File: config.mk
export PLATFORM = sky130hd
export DESIGN_NAME = square_seq
export DESIGN_NICKNAME = d
export VERILOG_FILES = /design/src/rtl/square_seq.sv
export SDC_FILE = /design/constraint.sdc
export NUM_CORES = 1
export LEC_CHECK = 0
export CORE_AREA = 2 2 88 90
export CTS_CLUSTER_DIAMETER = 80
export DETAILED_ROUTE_END_ITERATION = 8
export DIE_AREA = 0 0 90 92
export PLACE_DENSITY = 0.75
export REMOVE_ABC_BUFFERS = 1
export SLEW_MARGIN = 20
export SYNTH_ARGS = -nofsm -noshare
export SYNTH_HDL_FRONTEND = slang
export SYNTH_SLANG_ARGS = --single-unit
File: constraint.sdc
create_clock -name clk -period 2.9 [get_ports clk]
set_input_delay 0.435 -clock clk [delete_from_list [all_inputs] [get_ports clk]]
set_output_delay 0.435 -clock clk [all_outputs]
set_load 0.005 [all_outputs]
File: src/rtl/square_seq.sv
// square_seq: shift-add squarer rebuilding n = root*root (+ rem when SQUARE_SEQ_REMAINDER_EN is defined)
module square_seq #(
    parameter int WIDTH = 8
) (
    input  logic               clk,
    input  logic               rst,
    input  logic               in_valid,
    output logic               in_ready,
    input  logic [WIDTH-1:0]   root,
`ifdef SQUARE_SEQ_REMAINDER_EN
    input  logic [WIDTH:0]     rem,
    output logic               rem_err,
`endif
    output logic               out_valid,
    input  logic               out_ready,
    output logic [2*WIDTH-1:0] n
);
    localparam int CW = $clog2(WIDTH + 1);
    typedef enum logic [1:0] {IDLE, CALC, DONE} state_t;
    state_t state, state_d;
    logic [2*WIDTH-1:0] a, acc, acc_add;
    logic [WIDTH-1:0] b;
    logic [CW-1:0] cnt;
    logic last, accept;
    assign last = cnt == CW'(WIDTH - 1);
    assign accept = state == IDLE && in_valid;
    assign acc_add = b[0] ? acc + a : acc;
    // state register
    always_ff @(posedge clk)
        state <= rst ? IDLE : state_d;
    // next-state logic: no IDLE bypass, a finished result waits in DONE for out_ready
    always_comb begin
        state_d = state;
        case (state)
            IDLE:    state_d = in_valid ? CALC : IDLE;
            CALC:    state_d = last ? DONE : CALC;
            DONE:    state_d = out_ready ? IDLE : DONE;
            default: state_d = IDLE;
        endcase
    end
    // handshake outputs; in_ready is suppressed while reset is asserted
    always_comb begin
        in_ready = state == IDLE && !rst;
        out_valid = state == DONE;
    end
    // datapath: capture operands on accept, one shift-add step per CALC cycle
    always_ff @(posedge clk) begin
        if (rst) begin
            a <= '0;
            b <= '0;
            acc <= '0;
            cnt <= '0;
            n <= '0;
        end else if (accept) begin
            a <= {{WIDTH{1'b0}}, root};
            b <= root;
            cnt <= '0;
`ifdef SQUARE_SEQ_REMAINDER_EN
            acc <= (2*WIDTH)'(rem);
`else
            acc <= '0;
`endif
        end else if (state == CALC) begin
            acc <= acc_add;
            a <= a << 1;
            b <= b >> 1;
            cnt <= cnt + 1'b1;
            if (last) n <= acc_add;
        end
    end
`ifdef SQUARE_SEQ_REMAINDER_EN
    // remainder sanity flag: a valid sqrt remainder never exceeds 2*root
    always_ff @(posedge clk) begin
        if (rst) rem_err <= 1'b0;
        else if (accept) rem_err <= rem > {root, 1'b0};
    end
`endif
endmodule

==> flow_metrics.tcl <==
set metrics [dict create \
    outcome "finished, final reports clean" \
    rr_startpoint "a[0]" \
    holdBufCountCts 0 \
    finalWorstSetupSlack_ns 0.454 \
    p_seq_share_pct 49.6 \
    vias 2934 \
    initial_utilization_pct 43.8 \
    clockBufferDepth 2 \
    intPower_mw 1.34 \
    postCtsSetupBuffers 0 \
    cts_made_buffers 9 \
    synth_top_cell_area_share_pct 38.1 \
    start_kind "register" \
    cts.sink_count 62 \
    grt_pass1_wl_microns 13200 \
    arrival_ns 2.67 \
    cts_tree "done" \
    die_area_sq_um 8280 \
    holdPathStages 2 \
    antenna_found_initial 0 \
    combPwrFrac_pct 10.2 \
    rsz0062_at_grt "no" \
    final_cell_mix "nand2_1 (89), dfxtp_1 (62), a21oi_1 (38), nor2_1 (29), clkdlybuf4s50_1 (29)" \
    hpwl_microns 5440 \
    wire_per_inst_microns 14.1 \
    rr_worst_depth 8 \
    cp.depth 8 \
    drive_above_1_share_pct 8.68 \
    layout_commonest_cell "nand2_1" \
    synth_edf_count 0 \
    yosys.cell_types.count 58 \
    nNetsFinal 462 \
    final_area_sq_um 3850 \
    critPathSlowestCell "fa_1" \
    io_buffers 29 \
    cts.repair.resized 0 \
    ant_nets 0 \
    clkTransAtPathRegs_ns 0.07 \
    tns_ns 0 \
    crit_path_max_incr_delay_ns 0.42 \
    cap_violations 0 \
    dpl_worst_slack_ns 0.536 \
    final_max_slew_viol_count 0 \
    grt_max_degree 30 \
    finalCriticalPeriod_ns 2.45 \
    gr-total-overflow 0 \
    design.core.area_sq_um 7450 \
    rows 32 \
    syn_avg_cell_area_sq_um 8.06 \
    grt_pass1_vias 2837 \
    worstSetupPathType "register to register" \
    drt-pass1-iter-count 4 \
    async_flop_share_pct 0 \
    clockPowerShare_pct 40.3 \
    final_util_pct 51.7 \
    skew_ns 0.00700 \
    antenna_cells 0 \
    io_pins 30 \
    dpl_cell_area_sq_um 3670 \
    critPathLaunch "a[0]" \
    p_leak_nw 1.38 \
    dr.first_iter.drc_count 182 \
    worstPathMaxFanout 5 \
    hold_viol_final 0 \
    wl_microns 7620 \
    synth.cell_area_sq_um 3260 \
    synth_top_area_cell "dfxtp_1" \
    ir_drop_mv 0.297 \
    whs_ns 0.461 \
    clockRootBuffer "clkbuf_8" \
    end_kind "register" \
    power.density_nw_per_um2 468 \
    place_congestion 0.936 \
    die_w_microns 90 \
    finalCritPeriodShare_pct 84.4 \
    swShare_pct 25.7 \
    max_freq_mhz 409 \
    worstPathCellList "ha_1 > fa_1 > a21o_1 > a221oi_4 > o21ai_2 > nor4b_1 > nor4_1 > a22o_1" \
    hold_path.class "register to register" \
    track_usage_pct 19.5 \
    synth_seq_area_share_pct 38.1 \
    crit_buf_inv 0 \
    relSlewSlack_pct 38.5 \
    tightest_slew_ns 0.919 \
    synth-seq-cells 62 \
    dieHeight_microns 92 \
    setup_viol 0 \
    vias_per_cell 5.43 \
    min_from "n[15]" \
    synthCells 404 \
    htree_levels 3 \
    remaining_drc_errors 0 \
    path_delay_family "compound AO/OA/AOI/OAI gates" \
    ys.flop_type "dfxtp_1" \
    clock_latency_ns 0.34 \
    synthToLayoutAreaGrowth_pct 18.1 \
    p_sw_uw 463 \
    crit_required_ns 3.13 \
    yosysWarnings 0 \
    synth_area_leaders "dfxtp_1 (38%), nand2_1 (10%), ha_1 (6.1%)" \
]
## cells in the mapped netlist (2+ instances only)
library cell  number
xor2_1             6
o21ai_1            2
nor2_1            29
a31oi_1           18
o211ai_2           2
dfxtp_1           62
and3_1             2
o21ai_0           11
clkbuf_1          15
mux2i_1            8
or3_1              2
nand2_1           89
o211ai_1           2
ha_1              16
nand2b_1           3
nor2b_1            3
a21oi_1           38
buf_2              3
nand4_1            5
o21a_1             3
inv_1             10
nor3b_1            2
nor3_1             4
xnor2_1            8
and4_4             2
nor4b_1            2
nand3_1           10
and2_1             2
a21o_1             3
or2_2              3
a211oi_1          12
## power groups by stage
stage               clock network [mW]  logic, mW  registers (mW)
floorplan                            0      0.104           0.913
global placement                     0      0.177           0.910
detailed placement                   0      0.182           0.912
CTS                              0.741      0.183           0.893
global route                     0.773      0.203           0.895
finish                           0.726      0.183           0.893
## flip-flops by register name (all words and copies together) (netlist names)
name	cells
acc	16
a	16
cnt	4
state	2
b	8
n	16
## final timing paths
check,endpoint,slack [ns]
hold reg to reg,n[15],0.46
hold / removal,n[15],0.46
setup / recovery,n[14],0.45
setup reg to reg,n[14],0.45
## logic make-up after synthesis
logic type                 share of synthesized area, %
xor gates and xnor gates                           3.76
adders and majority gates                          6.76
AOI/OAI and AO/OA                                  21.9
DFF                                                38.1
buffers and inverters                              3.61
and+or+nand+nor                                    22.9
muxes                                              2.92
## per-layer routing
metal | track usage [%] | up-vias | share of wire [%]
met2 | 32.5 | 70 | 48
li1 | - | 1497 | -
met1 | 25.1 | 1355 | 46
met4 | 8.21 | 0 | 1.7
met5 | 0 | - | 0
met3 | 2.96 | 12 | 4.3
## worst register-to-register path, stage by stage, from the launching register on
cell	delay, ns
dfxtp_1	0.34
ha_1	0.24
fa_1	0.42
a21o_1	0.24
a221oi_4	0.36
o21ai_2	0.13
nor4b_1	0.30
nor4_1	0.08
a22o_1	0.21
## cell type report
class,count,area [sq um]
fill,735,3600
timing repair buffer,38,358
inverter,10,37.5
clock buffer,12,135
clock inverter,4,47.5
tap,102,128
multi-input combinational,312,1900
sequential,62,1240
## through the flow
stage	cells	total power [mW]
final	540	1.80
after global routing	540	1.87
after CTS	540	1.82
after detailed placement	524	1.09
after global placement	524	1.09
after floorplan	384	1.02
(Power assumes the default switching activity.)
